$ cat src/rtl/sipo_frame_pkg.sv
// Shared state encoding and counter sizing for the serial-to-parallel frame collector.
// PARITY exists only when SIPO_FRAME_PARITY_EN is defined.
package sipo_frame_pkg;

  localparam logic [1:0] IDLE   = 2'd0;
  localparam logic [1:0] SHIFT  = 2'd1;
  localparam logic [1:0] PARITY = 2'd2;
  localparam logic [1:0] HOLD   = 2'd3;

  typedef enum logic [1:0] {
    S_IDLE   = IDLE,
    S_SHIFT  = SHIFT,
`ifdef SIPO_FRAME_PARITY_EN
    S_PARITY = PARITY,
`endif
    S_HOLD   = HOLD
  } state_t;

  // Bits needed to count 0..width-1; never narrower than one bit.
  function automatic int cnt_width(input int width);
    return (width < 2) ? 1 : $clog2(width);
  endfunction

endpackage

$ cat src/rtl/sipo_frame_ctrl_if.sv
// Frame-side bundle: serial strobe/data and start in, parallel word with valid/ready out.
// slave is the collector side, master is the producer/consumer side.
interface sipo_frame_ctrl_if #(
  parameter int WIDTH = 8
);

  logic             i_start;
  logic             i_bit_en;
  logic             i_serial;
  logic             i_ready;
  logic [WIDTH-1:0] o_data;
  logic             o_valid;
  logic             o_busy;
  logic             o_overrun;
  logic             o_parity_err;

  modport slave (
    input  i_start, i_bit_en, i_serial, i_ready,
    output o_data, o_valid, o_busy, o_overrun, o_parity_err
  );

  modport master (
    output i_start, i_bit_en, i_serial, i_ready,
    input  o_data, o_valid, o_busy, o_overrun, o_parity_err
  );

endinterface

$ cat src/rtl/sipo_shift_core.sv
// Left-shifting capture register, MSB first; clear wins over shift; one cycle per bit.
// No backpressure: the controller decides when shifting is allowed.
module sipo_shift_core #(
  parameter int WIDTH = 8
) (
  input  logic             clk,
  input  logic             rst,
  input  logic             i_clr,
  input  logic             i_shift_en,
  input  logic             i_bit,
  output logic [WIDTH-1:0] o_q
);

  logic [WIDTH-1:0] r_q;

  always_ff @(posedge clk) begin
    if (rst || i_clr) begin
      r_q <= '0;
    end else if (i_shift_en) begin
      r_q <= {r_q[WIDTH-2:0], i_bit};
    end
  end

  assign o_q = r_q;

endmodule

$ cat src/rtl/sipo_frame_ctrl.sv
// Collects WIDTH serial bits into a word held under valid/ready until accepted; valid one edge after the last bit.
// Strobes arriving while held are dropped with o_overrun; SIPO_FRAME_PARITY_EN adds an even-parity bit check.
module sipo_frame_ctrl
  import sipo_frame_pkg::*;
#(
  parameter int WIDTH = 8
) (
  input  logic               clk,
  input  logic               rst,
  sipo_frame_ctrl_if.slave   bus
);

  localparam int            CW   = cnt_width(WIDTH);
  localparam logic [CW-1:0] LAST = CW'(WIDTH - 1);

  state_t           r_state;
  state_t           w_state_nxt;
  logic [CW-1:0]    r_cnt;
  logic             r_overrun;
  logic             w_clr;
  logic             w_shift_en;
  logic             w_hs;
  logic [WIDTH-1:0] w_q;

  assign w_hs = (r_state == S_HOLD) && bus.i_ready;

  always_ff @(posedge clk) begin
    if (rst) begin
      r_state <= S_IDLE;
    end else begin
      r_state <= w_state_nxt;
    end
  end

  always_comb begin
    w_state_nxt = r_state;
    w_clr       = 1'b0;
    w_shift_en  = 1'b0;
    case (r_state)
      S_IDLE: begin
        if (bus.i_start) begin
          w_clr       = 1'b1;
          w_state_nxt = S_SHIFT;
        end
      end
      S_SHIFT: begin
        if (bus.i_start) begin
          w_clr       = 1'b1;
          w_state_nxt = S_SHIFT;
        end else if (bus.i_bit_en) begin
          w_shift_en = 1'b1;
          if (r_cnt == LAST) begin
`ifdef SIPO_FRAME_PARITY_EN
            w_state_nxt = S_PARITY;
`else
            w_state_nxt = S_HOLD;
`endif
          end
        end
      end
`ifdef SIPO_FRAME_PARITY_EN
      S_PARITY: begin
        if (bus.i_start) begin
          w_clr       = 1'b1;
          w_state_nxt = S_SHIFT;
        end else if (bus.i_bit_en) begin
          w_state_nxt = S_HOLD;
        end
      end
`endif
      S_HOLD: begin
        // A start is only honoured together with the handshake that frees the word.
        if (w_hs) begin
          if (bus.i_start) begin
            w_clr       = 1'b1;
            w_state_nxt = S_SHIFT;
          end else begin
            w_state_nxt = S_IDLE;
          end
        end
      end
      default: w_state_nxt = S_IDLE;
    endcase
  end

  // Counter saturates at the last bit; leaving SHIFT happens on that same strobe.
  always_ff @(posedge clk) begin
    if (rst || w_clr) begin
      r_cnt <= '0;
    end else if (w_shift_en && (r_cnt != LAST)) begin
      r_cnt <= r_cnt + 1'b1;
    end
  end

  always_ff @(posedge clk) begin
    if (rst) begin
      r_overrun <= 1'b0;
    end else begin
      r_overrun <= (r_state == S_HOLD) && bus.i_bit_en;
    end
  end

  sipo_shift_core #(
    .WIDTH (WIDTH)
  ) u_core (
    .clk        (clk),
    .rst        (rst),
    .i_clr      (w_clr),
    .i_shift_en (w_shift_en),
    .i_bit      (bus.i_serial),
    .o_q        (w_q)
  );

`ifdef SIPO_FRAME_PARITY_EN
  logic r_par_err;

  always_ff @(posedge clk) begin
    if (rst || w_clr || w_hs) begin
      r_par_err <= 1'b0;
    end else if ((r_state == S_PARITY) && bus.i_bit_en) begin
      r_par_err <= ^{w_q, bus.i_serial};
    end
  end

  assign bus.o_parity_err = r_par_err;
`else
  assign bus.o_parity_err = 1'b0;
`endif

  assign bus.o_data    = w_q;
  assign bus.o_valid   = (r_state == S_HOLD);
`ifdef SIPO_FRAME_PARITY_EN
  assign bus.o_busy    = (r_state == S_SHIFT) || (r_state == S_PARITY);
`else
  assign bus.o_busy    = (r_state == S_SHIFT);
`endif
  assign bus.o_overrun = r_overrun;

endmodule
$ cat src/flat_wrapper.sv
// flat-port wrapper written by rule: the top's interface ports become plain ports
module sipo_frame_ctrl_flat import sipo_frame_pkg::*;
#(
  parameter int WIDTH = 8
)
  (clk, rst, bus_i_start, bus_i_bit_en, bus_i_serial, bus_i_ready, bus_o_data, bus_o_valid, bus_o_busy, bus_o_overrun, bus_o_parity_err);
  sipo_frame_ctrl_if #(.WIDTH(WIDTH)) bus_i ();
  input  logic clk;
  input  logic rst;
  input wire logic [$bits(bus_i.i_start)-1:0] bus_i_start;
  input wire logic [$bits(bus_i.i_bit_en)-1:0] bus_i_bit_en;
  input wire logic [$bits(bus_i.i_serial)-1:0] bus_i_serial;
  input wire logic [$bits(bus_i.i_ready)-1:0] bus_i_ready;
  output wire logic [$bits(bus_i.o_data)-1:0] bus_o_data;
  output wire logic [$bits(bus_i.o_valid)-1:0] bus_o_valid;
  output wire logic [$bits(bus_i.o_busy)-1:0] bus_o_busy;
  output wire logic [$bits(bus_i.o_overrun)-1:0] bus_o_overrun;
  output wire logic [$bits(bus_i.o_parity_err)-1:0] bus_o_parity_err;
  assign bus_i.i_start = bus_i_start;
  assign bus_i.i_bit_en = bus_i_bit_en;
  assign bus_i.i_serial = bus_i_serial;
  assign bus_i.i_ready = bus_i_ready;
  assign bus_o_data = bus_i.o_data;
  assign bus_o_valid = bus_i.o_valid;
  assign bus_o_busy = bus_i.o_busy;
  assign bus_o_overrun = bus_i.o_overrun;
  assign bus_o_parity_err = bus_i.o_parity_err;
  sipo_frame_ctrl #(.WIDTH(WIDTH)) u_core (.clk(clk), .rst(rst), .bus(bus_i));
endmodule
$ cat config.mk
export PLATFORM = sky130hd
export DESIGN_NAME = sipo_frame_ctrl_flat
export DESIGN_NICKNAME = d
export VERILOG_FILES = /design/src/rtl/sipo_frame_pkg.sv /design/src/rtl/sipo_frame_ctrl_if.sv /design/src/rtl/sipo_shift_core.sv /design/src/rtl/sipo_frame_ctrl.sv /design/src/flat_wrapper.sv
export SDC_FILE = /design/constraint.sdc
export NUM_CORES = 1
export LEC_CHECK = 0
export CAP_MARGIN = 20
export CORE_MARGIN = 5
export CORE_UTILIZATION = 30
export CTS_BUF_LIST = sky130_fd_sc_hd__clkbuf_8
export DETAILED_ROUTE_END_ITERATION = 8
export GPL_TIMING_DRIVEN = 0
export SETUP_SLACK_MARGIN = 0.02
export SLEW_MARGIN = 20
export SYNTH_ARGS = -nofsm -noshare
export SYNTH_HDL_FRONTEND = slang
export SYNTH_SLANG_ARGS = --single-unit
$ cat constraint.sdc
create_clock -name clk -period 1.3 [get_ports clk]
set_clock_uncertainty 0.1 [all_clocks]
set_input_delay 0.195 -clock clk [delete_from_list [all_inputs] [get_ports clk]]
set_output_delay 0.195 -clock clk [all_outputs]
set_load 0.05 [all_outputs]
Yosys cells after proc, flatten, opt, wreduce, memory -nomap -nowiden
Index checks and enable logic that the tools add are counted.

storage, ports and cells
  flip-flop bits (word level) = 14

operators by class
  equal/unequal tests = 8
  reductions and logical operators = 7
  add/sub/neg operators = 1
  multiplexer cells = 13

operators by type and width
  cell                                            number
  2-to-1 mux 2 bit                                5
  2-to-1 mux 1 bit                                6
  != test 3 bit (second input constant)           2
  one-hot mux 2 bit (3 select lines)              1
  AND reduction 4 bit                             1
  adder 3 x 1 -> 3 bit (second input constant)    1
  == test 3 bit (second input constant)           1
  logical AND 1 bit                               3
  != test 3 x 2 -> 1 bit (second input constant)  1
  == test 2 x 1 -> 1 bit (second input constant)  1
  == test 2 bit (second input constant)           1
  logical NOT 2 bit                               1
  != test 2 x 1 -> 1 bit (second input constant)  1
  != test 2 bit (second input constant)           1
  one-hot mux 1 bit (2 select lines)              1
  OR reduction 2 bit                              1
  logical OR 1 bit                                1

Logic depth before layout (Yosys ltp)
  depth after elaboration = 5
  mapped depth = 5
  depth with buffers taken out = 5

Hierarchy
Synthesis repeated with hierarchy kept, for this count alone.

unflattened totals
  cell total of the unflattened synthesis = 61
  area total of the unflattened synthesis = 608.1 um^2

by module, submodules not included
  module           area each (um^2)  cells each  sequential area each (um^2)  times used
  sipo_frame_ctrl  312.8             34          120.1                        1
  sipo_shift_core  295.3             27          160.2                        1

Least setup slack after synthesis
Ideal clock, no wire load.

  path kind = reg2reg
  start = reg u_core.r_cnt[0]
  end = reg u_core.r_cnt[0]
  path buffers = 0
  data arrival time = 1,184 ps
  slack = -50 ps
  period minus slack after synthesis = 1,350 ps
  setup time = 66 ps
  stages on the path, launching flop included = 5
  cells stage by stage = dfxtp_1 > ha_1 > ha_1 > or3_1 > a21oi_2

on the way
  cells in the longest elaborated chain, start to end = 2
  elaborated cells between the ends (all ways) = 3

ends and longest elaborated chain
  element                                                       line                   source
  from (decl)                                                   sipo_frame_ctrl.sv:18  logic [CW-1:0] r_cnt;
  from (signal assigned)                                        sipo_frame_ctrl.sv:91  r_cnt <= r_cnt + 1'b1;
  branches (longest 2 deep; another with adder 3 x 1 -> 3 bit)  --

Several ways; the timed one is not identified.
A chain may end at the register's enable or synchronous reset.

Worst setup path in the final report
Same ends and word-level chain as after synthesis.

==> summary.md <==
| Metric | Value |
|---|---|
| Mapped Cells | 69 |
| Worst EP required | 1370 ps |
| Top cell by count, worst path | ha_4 |
| Crit Path Class | reg -> reg |
| Layout cell share with drive strength beyond 1 | 47.3% |
| Leakage | 0.352 nW |
| Yosys warnings | 0 |
| Worst setup margin | 7.37 ps |
| Worst-Skew Late Latency | 240 ps |
| Drt via density | 4.58 |
| Setup violators final | 0 |
| Commonest non-fill, non-tap cell in the layout | nand2_1 |
| Largest net degree at the start of global routing | 11 |
| Global-route wire length before repair | 2.46 mm |
| TritonCTS Buffers | 3 |
| Final period utilization | 99.4% |
| Max H-tree Level | 1 |
| Synth area leader | dfxtp_1 |
| CP endpoint kind | flop |
| Most frequent cells in the layout | 16 x nand2_1, 11 x a21oi_2, 10 x dfxtp_1 |
| Final instance area | 943 um^2 |
| Overall power | 934 uW |
| GPL Wtd Cong | 0.697 |
| WP data arrival | 1370 ps |
| Routed WL per cell | 11.6 um |
| CTS tree | yes |
| Status | completed |
| Syn Nets | 77 |
| Initial DRT Pass Iterations | 4 |
| Clock Sinks | 14 |
| DP Wirelength | 922 um |
| DP Area | 856 um^2 |
| Port Buffers | 16 |
| Vias after detailed routing | 550 |
| Setup_tns | 0 ps |
| Root Driver | clkbuf_8 |
| Nets | 102 |
| RSZ-0062 raised after global routing | yes |
| Antenna violations before repair | 0 |
| Yosys top cell area share | 44.1% |
| FF+latch count, synth | 14 |
| Post-synth cell types | 25 |
| Initial Util | 32.1% |
| Site row count | 16 |
| Die height | 56.0 um |
| Max Fclk | 0.774 GHz |
| Cell Area, Synth | 636 um^2 |
| Die Wd | 56.0 um |
| Die Area | 3140 um^2 |
| Worst slack, placed | -392 ps |
| Critical Path Source Type | flop |
| GRT Overall Usage | 9.61% |
| Worst Hold Class | in -> reg |
| Ranking of synthesized cells by area | dfxtp_1 44%, a21oi_2 14%, nand2_1 9.4%, ha_1 3.9%, and4bb_1 2.0% |
| Max cap viols | 0 |
| CP Max Fanout | 5 |
| Initial DRC count | 4 |
| # IOs | 18 |
| Final Hold Vio Count | 0 |
| Worst path max stage delay | 360 ps |
| Critical path cell sequence | ha_4 > ha_4 > or3_4 > a21oi_2 |
| Final WL | 1.39 mm |
| Peak VDD IR | 0.563 mV |
| P&R area growth vs syn | 48.4% |
| Synth Area per Inst | 9.21 um^2 |
| Vias in the first global route | 579 |
| Core Footprint | 1980 um^2 |
| CP max-delay cell | or3_4 |
| Slew Viols, Final | 0 |
| Antenna Diode Count | 0 |
| Reg clk slew, reported paths | 60 ps |
| Clk buf depth | 2 |
| GRT overflow | 0 |
| Detail Route Antenna Nets | 0 |
| DRC viols | 0 |
| Pwr per Cell Area | 990 nW/um^2 |
| Tmin final | 1290 ps |
| Hold WS | 344 ps |
| Sequential-to-total area share from yosys stat | 44.1% |
| Hold buffer count at cts | 0 |
==> worst max-delay path: cells and delay by family (launching register included) <==
| family | cells | cell delay, ps |
|---|---|---|
| compound gates | 1 | 110 |
| flops | 1 | 330 |
| fa+ha+maj | 2 | 330 |
| simple gates | 1 | 360 |
==> logic make-up after synthesis <==
logic type	share of synthesized area [%]
buf+inv	5.71
fa+ha+maj	3.94
flops	44.1
other cells	0.590
compound gates	22.4
simple gates	23.2
==> Yosys cell counts <==
library cell  number
nor2_1             1
a211oi_1           1
a21oi_2           10
o21ai_0            2
or3_1              1
and2_1             1
and4bb_2           1
nand4bb_1          1
inv_1              2
nand2_1           16
conb_1             1
a21bo_1            1
o21ai_1            2
and2b_1            1
ha_1               2
buf_2              2
a21o_1             1
a21oi_1            2
buf_4              1
and4b_1            1
dfxtp_1           14
nand3_1            2
nor3b_1            1
buf_6              1
and4bb_1           1
==> power breakdown <==
part,internal (mW),switching (mW),total [mW],leakage (nW)
Sequential,0.430,0.00484,0.435,0.115
Clock,0.268,0.152,0.420,0.0288
Combinational,0.0351,0.0443,0.0793,0.208
Total,0.733,0.202,0.934,0.352
==> registers in the layout (all words and copies together) (netlist names) <==
signal,flops
u_core.r_cnt,3
u_core.r_state,2
u_core.bus.o_overrun,1
u_core.u_core.o_q,8
==> path summary, 6_finish.rpt <==
path | from | to | slack, ps | cells past startpoint
hold / removal | bus_i_start | u_core.r_state[0]$_SDFFE_PP0P_ | 340 | 3
setup / recovery | u_core.r_cnt[0]$_SDFFE_PP0P_ | u_core.r_cnt[0]$_SDFFE_PP0P_ | 7 | 4
setup reg to reg | u_core.r_cnt[0]$_SDFFE_PP0P_ | u_core.r_cnt[0]$_SDFFE_PP0P_ | 7 | 4
hold reg to reg | u_core.u_core.o_q[7]$_SDFFE_PP0N_ | u_core.u_core.o_q[7]$_SDFFE_PP0N_ | 370 | 2
==> stage by stage <==
step	std cells	utilization, %
2_1_floorplan	69	-
3_3_place_gp	112	43.2
3_5_place_dp	112	43.2
4_1_cts	117	46.8
5_1_grt	120	47.6
6_report	120	47.6
==> area by class of cell <==
cell class                      instances  area, um^2
Timing Repair Buffer                   20         156
Clock buffer                            4        55.1
Tap cell                               27        33.8
Sequential cell                        14         290
Buffer                                  4        37.5
Fill cell                             196        1040
Inverter                                2        7.51
Multi-Input combinational cell         49         363
==> routing by layer <==
metal	GRT usage [%]	wire length (um)	up-vias
met3	2.32	39	2
met4	4.07	12	0
met5	0	0	-
li1	-	-	281
met1	11.1	608	256
met2	16.7	726	11
==> what timing repair did <==
action	in CTS	in global routing
buffers inserted	1	3
endpoints found under the hold margin	0	0
pin swaps	2	1
endpoints found under the setup margin	23	11
gates resized for setup	49	20
(Power assumes the default switching activity.)
==> edit: new RTL, same settings <==
The option `SIPO_FRAME_PARITY_EN` is turned on by a define.
--- a/src/rtl/sipo_frame_pkg.sv
+++ b/src/rtl/sipo_frame_pkg.sv
@@ -1,5 +1,7 @@
 // Shared state encoding and counter sizing for the serial-to-parallel frame collector.
 // PARITY exists only when SIPO_FRAME_PARITY_EN is defined.
+`define SIPO_FRAME_PARITY_EN
+
 package sipo_frame_pkg;
 
   localparam logic [1:0] IDLE   = 2'd0;
Function: changed (a bounded check fails within 10 cycles, from zero or initial values and one cycle with rst high).
==> edit against the original RTL <==
The run now ends with negative setup slack left; synthesized cell count grew 23%; utilization increased by 1.4 points; critical path depth up 2; cell area grew 39%; power up 15%; setup slack worse by 0.22 ns; sequential cell count rose by 1; wire length grew 38%; area after synthesis grew 29%; critical endpoint is now u_core.r_state[1].
==> edit: results (changes against the original RTL) <==
[hold_path]
min_delay_path_depth=2  ; -1
hold_end=u_core.r_cnt[1]
hold_path_class=reg2reg
hold_start=u_core.r_cnt[1]

[finish]
drive_gt1_frac=0.491  ; +0.0181

[place]
gp_congestion=0.861  ; +23%
dp_hpwl_mm=1.31  ; +42%
portBuffers=17  ; +1

[outcome]
status=complete, but fails checks
violations=negative setup slack

[power]
pg_comb_mw=0.214  ; +170%
pwr-share-seq=0.445  ; -0.020
p_sw_mw=0.282  ; +40%
power_frac_comb=0.200  ; +0.115
peakVddDrop_v=0.000788  ; +40%
p_leak_nw=0.565  ; +60%

[grt]
track_usage=0.102  ; +0.00606
grt_pass1_wl_mm=3.22  ; +31%

[synthesis]
synthTopCellsByCount=dfxtp_1, nor2_1, mux2i_1
synth_compound_gate_area_share=0.0837  ; -0.141
yosys-top-cells-area=dfxtp_1, ha_1, mux2i_1
synth.distinct_cells=29  ; +16%
synth_mux_area_frac=0.123  ; +0.123
ys_seq_area_frac=0.365  ; -0.0756
synth_top_family_by_area=simple AND/OR/NAND/NOR gates

[routing]
num_vias=699  ; +27%
dr.first_iter.drc_count=28  ; +24

[worst_setup_path]
crit_path_max_incr_delay_ns=0.34  ; -0.02 ns
cp_max_fo=3  ; -2
timing.rr.end=u_core.r_state[1]
rr_worst_depth=6  ; +2
critPathArrivalTime_ns=1.58  ; +0.21 ns
worst_path_max_delay_cell=dfxtp_2

[sta]
fin_ws_ns=-0.212  ; -0.219 ns
final.setup.tns_ns=-2.40  ; -2.40 ns
finalSetupViolCount=16  ; +16
hold-worst-slack_ns=0.380  ; +0.0363 ns

## edit: kinds of logic (layout without fill, tap and decap cells)
group | after synthesis | after routing
compound gates | 11 | 11
xor+xnor | 6 | 6
fa+ha+maj | 8 | 8
buf+inv | 4 | 33
flops | 15 | 15
mux | 10 | 10
simple gates | 31 | 31
## edit: final cells by class
class	instances	area, um^2
clock inverters	1	5.00
multi-input cells	66	651
flip-flops and latches	15	317
well taps	31	38.8
repair buffers	25	221
clock buffers	3	41.3
fillers	263	1370
plain buffers	2	26.3
inverters	2	15.0
## edit: timing repair
action | 4_1_cts | 5_1_grt
hold endpoints to repair | 0 | 0
buffers inserted | 3 | 4
setup endpoints to repair | 26 | 19
pin swaps | 5 | 2
gates cloned | 1 | 0
gates resized for setup | 76 | 19
## edit: metrics by stage
stage	setup slack, ns	instance area [um^2]	std cells
after detailed placement	-0.498	1110	133
after CTS	-0.225	1230	141
final	-0.212	1320	145
after global routing	-0.299	1320	145
after global placement	-0.494	1110	133
after floorplan	-0.179	897	85
## edit: metal layers
metal  GRT usage  wire length (um)  up-vias  part of all wire
met4      0.0345                18        0            0.0094
met2       0.176               970       22              0.51
li1            -                 -      352                 -
met3      0.0450               121        4             0.063
met5           0                 0        -                 0
met1       0.110               807      321              0.42
## edit: worst max path at each step
stage	startpoint	endpoint	slack, ns	cells after the start
6_report	u_core.r_cnt[0]	u_core.r_state[1]	-0.21	6
5_1_grt	u_core.r_state[0]	u_core.r_state[0]	-0.30	6
4_1_cts	u_core.r_cnt[0]	u_core.r_state[1]	-0.23	6
3_5_place_dp	u_core.r_state[0]	bus_o_busy	-0.50	3
3_3_place_gp	u_core.r_state[0]	bus_o_busy	-0.49	3
2_1_floorplan	u_core.r_state[0]	u_core.r_state[0]	-0.18	6
